$ cat src/rtl/timer_slave_pkg.sv
// -----------------------------------------------------------------------------
// timer_slave_pkg
// Shared definitions for the memory-mapped timer responder:
//   - register word offsets decoded from addr_i[3:0]
//   - CTRL register bit positions
//   - helper that packs the CTRL fields into a 32-bit read word
// -----------------------------------------------------------------------------
package timer_slave_pkg;

  // Register offsets (addr_i[3:0])
  localparam logic [3:0] TIMER_CTRL     = 4'h0;
  localparam logic [3:0] TIMER_COUNT    = 4'h4;
  localparam logic [3:0] TIMER_VALUE    = 4'h8;
  localparam logic [3:0] TIMER_PRESCALE = 4'hC;

  // CTRL bit indices
  localparam int TIMER_EN_BIT   = 0;
  localparam int TIMER_IE_BIT   = 1;
  localparam int TIMER_PEND_BIT = 2;

  // Build the CTRL read word; every bit other than EN/IE/PEND reads 0.
  function automatic logic [31:0] ctrl_word(input logic en, input logic ie,
                                            input logic pend);
    logic [31:0] w;
    w                 = 32'h0;
    w[TIMER_EN_BIT]   = en;
    w[TIMER_IE_BIT]   = ie;
    w[TIMER_PEND_BIT] = pend;
    return w;
  endfunction

endpackage

$ cat src/rtl/timer_slave_prescaler.sv
// -----------------------------------------------------------------------------
// timer_prescaler
// Divides the clock into timer ticks. The internal counter runs while en=1
// and wraps when it equals prescale, so a tick is produced every
// prescale+1 cycles (prescale=0 -> tick every cycle). en=0 or clr=1 returns
// the counter to 0.
//
// Ports:
//   clk       in   system clock
//   rst       in   asynchronous active-high reset
//   en        in   timer enable (CTRL.EN)
//   clr       in   synchronous clear (PRESCALE register being written)
//   prescale  in   PRESCALE_WIDTH-bit divide value
//   tick      out  one-cycle tick, combinational from counter and prescale
// -----------------------------------------------------------------------------
module timer_prescaler #(
  parameter int PRESCALE_WIDTH = 16
) (
  input  logic                      clk,
  input  logic                      rst,
  input  logic                      en,
  input  logic                      clr,
  input  logic [PRESCALE_WIDTH-1:0] prescale,
  output logic                      tick
);

  logic [PRESCALE_WIDTH-1:0] pcnt_q;
  logic [PRESCALE_WIDTH-1:0] pcnt_d;
  logic                      wrap;

  assign wrap = (pcnt_q == prescale);
  assign tick = en & wrap;

  always_comb begin
    pcnt_d = pcnt_q;
    if (!en || clr) begin
      pcnt_d = '0;
    end else if (wrap) begin
      pcnt_d = '0;
    end else begin
      pcnt_d = pcnt_q + 1'b1;
    end
  end

  always_ff @(posedge clk or posedge rst) begin
    if (rst) begin
      pcnt_q <= '0;
    end else begin
      pcnt_q <= pcnt_d;
    end
  end

endmodule

$ cat src/rtl/timer_slave.sv
// -----------------------------------------------------------------------------
// timer_slave
// 32-bit memory-mapped timer on a RIB slave port. The counter advances on
// each tick while EN=1 and restarts from 0 when it reaches a non-zero VALUE,
// setting PEND. int_sig_o = PEND & IE (level, active-high).
//
// Register map (addr_i[3:0]):
//   0x0 CTRL     bit0 EN, bit1 IE, bit2 PEND (write 1 to clear)
//   0x4 COUNT    read-only
//   0x8 VALUE    R/W compare value; a write also restarts COUNT at 0
//   0xC PRESCALE R/W when TIMER_PRESCALE_EN is defined, else reads 0
//
// Optional feature macro: TIMER_PRESCALE_EN (adds the prescaler).
//
// Ports:
//   clk        in   system clock
//   rst        in   asynchronous active-high reset
//   addr_i     in   bus address (only [3:0] decoded)
//   data_i     in   bus write data
//   we_i       in   write enable, write happens on this clk edge
//   data_o     out  read data, combinational from addr_i and registers
//   int_sig_o  out  timer interrupt
// -----------------------------------------------------------------------------
module timer_slave
  import timer_slave_pkg::*;
#(
  parameter int CNT_WIDTH      = 32,
  parameter int PRESCALE_WIDTH = 16
) (
  input  logic        clk,
  input  logic        rst,
  input  logic [31:0] addr_i,
  input  logic [31:0] data_i,
  input  logic        we_i,
  output logic [31:0] data_o,
  output logic        int_sig_o
);

  logic                 en_q, en_d;
  logic                 ie_q, ie_d;
  logic                 pend_q, pend_d;
  logic [CNT_WIDTH-1:0] count_q, count_d;
  logic [CNT_WIDTH-1:0] value_q, value_d;

  logic [3:0] offs;
  logic       wr_ctrl;
  logic       wr_value;
  logic       tick;
  logic       match;

  // Upper address bits are intentionally not decoded.
  logic unused_addr;
  assign unused_addr = ^addr_i[31:4];

  assign offs     = addr_i[3:0];
  assign wr_ctrl  = we_i && (offs == TIMER_CTRL);
  assign wr_value = we_i && (offs == TIMER_VALUE);

`ifdef TIMER_PRESCALE_EN
  logic                      wr_prescale;
  logic [PRESCALE_WIDTH-1:0] prescale_q;

  assign wr_prescale = we_i && (offs == TIMER_PRESCALE);

  always_ff @(posedge clk or posedge rst) begin
    if (rst) begin
      prescale_q <= '0;
    end else if (wr_prescale) begin
      prescale_q <= data_i[PRESCALE_WIDTH-1:0];
    end
  end

  timer_prescaler #(
    .PRESCALE_WIDTH(PRESCALE_WIDTH)
  ) u_prescaler (
    .clk     (clk),
    .rst     (rst),
    .en      (en_q),
    .clr     (wr_prescale),
    .prescale(prescale_q),
    .tick    (tick)
  );
`else
  assign tick = 1'b1;
`endif

  // Match is evaluated with the registered EN, so a CTRL write on the same
  // edge cannot start or cancel it.
  assign match = en_q && tick && (value_q != '0) && (count_q == value_q);

  always_comb begin
    en_d    = en_q;
    ie_d    = ie_q;
    pend_d  = pend_q;
    count_d = count_q;
    value_d = value_q;

    if (en_q && tick) begin
      if (match) begin
        count_d = '0;
      end else begin
        count_d = count_q + 1'b1;   // natural wrap at 2^CNT_WIDTH
      end
    end

    if (wr_ctrl) begin
      en_d = data_i[TIMER_EN_BIT];
      ie_d = data_i[TIMER_IE_BIT];
      if (data_i[TIMER_PEND_BIT]) begin
        pend_d = 1'b0;
      end
    end

    // A new match outranks the write-1-to-clear on the same edge.
    if (match) begin
      pend_d = 1'b1;
    end

    // Rewriting VALUE restarts the period, overriding any increment.
    if (wr_value) begin
      value_d = data_i[CNT_WIDTH-1:0];
      count_d = '0;
    end
  end

  always_ff @(posedge clk or posedge rst) begin
    if (rst) begin
      en_q    <= 1'b0;
      ie_q    <= 1'b0;
      pend_q  <= 1'b0;
      count_q <= '0;
      value_q <= '0;
    end else begin
      en_q    <= en_d;
      ie_q    <= ie_d;
      pend_q  <= pend_d;
      count_q <= count_d;
      value_q <= value_d;
    end
  end

  assign int_sig_o = pend_q & ie_q;

  always_comb begin
    data_o = 32'h0;
    case (offs)
      TIMER_CTRL:     data_o = ctrl_word(en_q, ie_q, pend_q);
      TIMER_COUNT:    data_o = 32'(count_q);
      TIMER_VALUE:    data_o = 32'(value_q);
`ifdef TIMER_PRESCALE_EN
      TIMER_PRESCALE: data_o = 32'(prescale_q);
`endif
      default:        data_o = 32'h0;
    endcase
  end

endmodule

$ cat config.mk
export PLATFORM = sky130hd
export DESIGN_NAME = timer_slave
export DESIGN_NICKNAME = d
export VERILOG_FILES = /design/src/rtl/timer_slave_pkg.sv /design/src/rtl/timer_slave_prescaler.sv /design/src/rtl/timer_slave.sv
export SDC_FILE = /design/constraint.sdc
export NUM_CORES = 1
export LEC_CHECK = 0
export CORE_MARGIN = 2
export CORE_UTILIZATION = 50
export CTS_CLUSTER_SIZE = 28
export DETAILED_ROUTE_END_ITERATION = 8
export DONT_BUFFER_PORTS = 1
export PLACE_DENSITY_LB_ADDON = 0.12
export REMOVE_ABC_BUFFERS = 1
export SYNTH_ARGS = -nofsm -noshare
export SYNTH_HDL_FRONTEND = slang
export SYNTH_HIERARCHICAL = 1
export SYNTH_SLANG_ARGS = --single-unit
$ cat constraint.sdc
create_clock -name clk -period 5.1 [get_ports clk]
set_input_delay 0.255 -clock clk [delete_from_list [all_inputs] [get_ports clk]]
set_output_delay 0.255 -clock clk [all_outputs]
set_load 0.02 [all_outputs]
=== Word level (Yosys, flattened, before mapping) ===
Cells that the tools add are included.

* Register bits: 67
* Input port bits: 67
* Output and inout port bits: 33
* Logic and storage cells: 27

* Add/subtract/negate cells: 1
* Eq/ne operators: 3
* Mux-type cells: 7
* Bitwise operators: 1
* Reduce and logical (&&, ||, !) cells: 10

{| class="wikitable"
|+ Operators by type and width
! cell !! number
|-
| $mux 32 || 3
|-
| $pmux 32 s3 || 1
|-
| $add 32x1->32 const B || 1
|-
| $eq 32x32->1 || 1
|-
| $reduce_bool 32->1 || 1
|-
| $reduce_bool 2->1 || 3
|-
| $eq 4x3->1 const B || 1
|-
| $eq 4x4->1 const B || 1
|-
| $logic_and 1x1->1 || 4
|-
| $logic_not 4->1 || 1
|-
| $mux 1 || 3
|-
| $reduce_and 2->1 || 1
|-
| $and 1x1->1 || 1
|}

=== Longest topological paths before layout ===
* Word-level depth: 6
* Depth in mapped cells: 8
* Depth with buffers taken out: 6

=== Worst setup path after synthesis ===
Ideal clock, no wire load.

* Kind: reg-to-reg
* Start point: reg count_q[0]
* End point: reg count_q[30]
* Library setup time: 94 ps
* Arrival time: 1889 ps
* Required time: 5006 ps
* Path slack: 3117 ps
* Cell stages (with the launch flop): 7
* Buffers on the path: 0
* Clock period less this slack: 1983 ps
* Cell sequence: dfrtp_1 ha_1 nand4_1 nor3_2 nand2_1 or3_1 a211oi_1

* Longest elaborated chain between the ends: 5
* Elaborated cells between the ends (all ways): 6
* Classes of those cells: 1 x add/sub; 1 x eq/ne; 3 x mux; 1 x reduce/logical

{| class="wikitable"
|+ RTL lines
! what !! line !! RTL
|-
| start, declared || timer_slave.sv:42 || <nowiki>logic [CNT_WIDTH-1:0] count_q, count_d;</nowiki>
|-
| start signal, assigned || timer_slave.sv:137 || <nowiki>count_q <= count_d;</nowiki>
|-
| parallel branches: the longest is 2 deep, another holds $add 32x1->32 || n/a ||
|-
| $mux 32 (*) || timer_slave.sv:99 || <nowiki>if (match) begin</nowiki>
|-
| $mux 32 (*) || timer_slave.sv:98 || <nowiki>if (en_q && tick) begin</nowiki>
|-
| $mux 32 (*) || timer_slave.sv:120 || <nowiki>if (wr_value) begin</nowiki>
|}

Every way passes the cells marked *. The select of a mux whose other input is x is not followed.
A chain may end at the register's enable or synchronous reset.

=== Final worst setup path ===
* Start point: reg count_q[19]
* End point: reg count_q[14]

* Longest elaborated chain between the ends: 5

{| class="wikitable"
|+ RTL lines
! what !! line !! RTL
|-
| $eq 32x32->1 || timer_slave.sv:89 || <nowiki>assign match = en_q && tick && (value_q != '0) && (count_q == value_q);</nowiki>
|-
| $logic_and 1x1->1 || timer_slave.sv:89 ||
|-
| $mux 32 || timer_slave.sv:99 ||
|-
| $mux 32 || timer_slave.sv:98 ||
|-
| $mux 32 || timer_slave.sv:120 ||
|}

No other way between the ends. The select of a mux whose other input is x is not followed.

==> flow_metrics.env <==
export IMPL_holdPathStages=2
export IMPL_fp_row_count=32
export IMPL_p_sw_uw=512
export IMPL_dr_pass1_iters=5
export IMPL_multi_input_area_mm2=0.00214
export IMPL_fillers=742
export IMPL_ys_warn_count=6
export IMPL_drc=0
export IMPL_routed_via_density=6.17
export IMPL_power_density_mw_per_mm2=345
export IMPL_synth_area_mm2=0.00395
export IMPL_vias=3315
export IMPL_grt_pass1_wl_um=17000
export IMPL_io_buffers=0
export IMPL_min_delay_worst_endpoint="value_q[14]"
export IMPL_gr_total_overflow=0
export IMPL_core_mm2=0.00769
export IMPL_synth_most_common_cell="nand2_1"
export IMPL_cts_hold_buffers_added=1
export IMPL_ys_top_cells_by_count="nand2_1 (107), dfrtp_1 (67), xor2_1 (46)"
export IMPL_max_cap_viol_count=0
export IMPL_antenna_found_initial=0
export IMPL_netlist_instances=446
export IMPL_path_clk_slew_ns=0.07
export IMPL_final_nets=499
export IMPL_stdcell_count=537
export IMPL_ant_nets=0
export IMPL_setup_viol=0
export IMPL_synth_area_per_cell_um2=8.86
export IMPL_initial_utilization_pct=51.4
export IMPL_reg2reg_from="count_q[19]"
export IMPL_cts_sink_count=67
export IMPL_cp_arrival_ns=3.09
export IMPL_internal_power_uw=923
export IMPL_netSwitchingFraction_pct=35.7
export IMPL_antennaDiodeCount=0
export IMPL_worstHoldStart="data_i[14]"
export IMPL_seqPwrFrac_pct=52.5
export IMPL_synth_area_leaders="dfrtp_1 (42%), xor2_1 (10%), nand2_1 (10%)"
export IMPL_dp_slack_ns=2.20
export IMPL_drt_total_wl_um=10300
export IMPL_setup_slack_ns=2.18
export IMPL_p_leak_uw=0.00191
export IMPL_max_slew_margin_rel_pct=18.7
export IMPL_min_period_over_period_pct=57.3
export IMPL_r2r_slack_ns=2.18
export IMPL_cp_end_kind="register"
export IMPL_wl_per_cell_um=19.2
export IMPL_worstMarginPinSlew_ns=1.22
export IMPL_ys_seq_area_share_pct=42.4
export IMPL_status="finished, final reports clean"
export IMPL_dp_cells=521
export IMPL_hold_viol=0
export IMPL_slew_viol_final=0
export IMPL_tns_ns=0
export IMPL_clock_latency_ns=0.35
export IMPL_hpwl_um=6980
export IMPL_yosys_most_used_dff="dfrtp_1"
export IMPL_die_h_um=92.9
export IMPL_synth_largest_area_cell="dfrtp_1"
export IMPL_gp_congestion=0.859
export IMPL_postCtsSetupRepairBufs=0
export IMPL_skew_ns=0.0141
export IMPL_grt_usage_pct=25.3
export IMPL_htree_levels=3
export IMPL_timing_fmax_mhz=342
export IMPL_pin_count=100
export IMPL_path_max_fanout=19
export IMPL_critPathKind="reg -> reg"
export IMPL_cts_resized_gates=0
export IMPL_ys_types=39
export IMPL_register_area_mm2=0.00168
export IMPL_grt_max_degree=68
export IMPL_cts_buffers_inserted=9
export IMPL_dieArea_mm2=0.00863
export IMPL_die_w_um=92.9
export IMPL_drive_above_1_share_pct=6.90
export IMPL_ys_ff_latch=67
export IMPL_area_growth_pct=5.42
export IMPL_synth_edff_count=0
export IMPL_synthDominantCellAreaShare_pct=42.4
export IMPL_p_comb_share_pct=21.2
export IMPL_reg2reg_depth=6
export IMPL_period_needed_ns=2.92
export IMPL_grt_pass1_vias=3192
export IMPL_hold_class="in -> reg"
export IMPL_r2r_end="count_q[14]"
export IMPL_first_iter_violations=270
export IMPL_grt_setup_unrepaired="no"
export IMPL_async_flop_share_pct=100
export IMPL_clockBufferDepth=2
export IMPL_critPathRequiredTime_ns=5.27
export IMPL_cts_root_buf="clkbuf_8"
export IMPL_clock_power_share_pct=26.3
export IMPL_vdd_drop_max_mv=0.174
export IMPL_cp_start_kind="register"
export IMPL_cts_tree="done"
## worst max-delay path, stage by stage (launching register included)
cell and delay, ns:
dfrtp_1 0.48, xor2_1 0.19, nor4_1 0.41, nand4_1 0.17, nor4_2 1.00, buf_4 0.40
nor3_1 0.08
## cells in the final DEF, fill, tap and decap left out, drive strengths merged
| master | instances |
|---|---|
| a21o | 2 |
| nor4 | 28 |
| nor2b | 1 |
| a31o | 1 |
| nand2 | 107 |
| nor4b | 3 |
| o21ai | 5 |
| buf | 4 |
| nand4b | 1 |
| a211oi | 3 |
| and3 | 5 |
| xor2 | 46 |
| inv | 5 |
| nor2 | 4 |
| mux2i | 1 |
| o211ai | 1 |
| o2111ai | 1 |
| dlygate4sd3 | 1 |
| clkbuf | 12 |
| nor3 | 37 |
| xnor2 | 11 |
| dfrtp | 67 |
| a22o | 29 |
| nor3b | 1 |
| nand3 | 16 |
| clkinv | 3 |
| a21oi | 2 |
| and4 | 4 |
| nand4 | 20 |
| and2 | 2 |
| a222oi | 3 |
| ha | 1 |
| nand3b | 3 |
| or3 | 3 |
| mux2 | 2 |
## layer usage
layer,routed length (um),vias to the layer above,track usage [%]
met1,4780,1603,36.7
met5,0,-,0
li1,-,1565,-
met2,4510,136,36.7
met4,151,0,8.21
met3,888,11,7.08
## power by group through the flow
| stage | logic [uW] | registers (uW) | clock network [uW] |
|---|---|---|---|
| after floorplan | 238 | 718 | 0 |
| after CTS | 303 | 752 | 386 |
| after global placement | 297 | 758 | 0 |
| after detailed placement | 301 | 760 | 0 |
| after global routing | 344 | 769 | 410 |
| final | 304 | 754 | 377 |
## cell type report
cell class / count / area share (%)
Multi-Input combinational cell: 343 / 51.4
Tap cell: 102 / 3.06
Timing Repair Buffer: 5 / 0.962
Sequential cell: 67 / 40.3
Clock inverter: 3 / 0.361
Inverter: 5 / 0.451
Clock buffer: 12 / 3.49
## registers in the layout, summed over array words and instances, names as in the netlist
signal	count
en_q	1
value_q	32
count_q	32
pend_q	1
ie_q	1
## kinds of logic (layout without fill, tap and decap cells)
logic type / count (synthesis) / after routing / share of synthesized area, %
adders and majority gates: 1 / 1 / 0.317
AOI/OAI and AO/OA: 47 / 47 / 9.76
buffers and inverters: 36 / 25 / 3.71
and+or+nand+nor: 235 / 235 / 30.3
xor gates and xnor gates: 57 / 57 / 12.6
muxes: 3 / 3 / 0.824
DFF: 67 / 67 / 42.4
## through the flow
step	hold slack (ns)	util (%)	area (um2)	total power, uW
floorplan	0.360	-	3820	956
global placement	0.362	52.0	3990	1060
detailed placement	0.365	52.0	3990	1060
CTS	0.00564	54.2	4160	1440
global route	0.0148	54.2	4160	1520
finish	0.0167	54.2	4160	1440
## worst max path at each step
stage,slack [ns],start,endpoint,depth (start not counted)
5_1_grt,1.96,count_q[19],count_q[14],6
3_3_place_gp,2.21,count_q[19],count_q[14],6
6_report,2.18,count_q[19],count_q[14],6
4_1_cts,2.18,count_q[19],count_q[14],6
2_1_floorplan,1.53,addr_i[3],data_o[0],3
3_5_place_dp,2.20,count_q[19],count_q[14],6
Power figures use the tool's default switching activity.
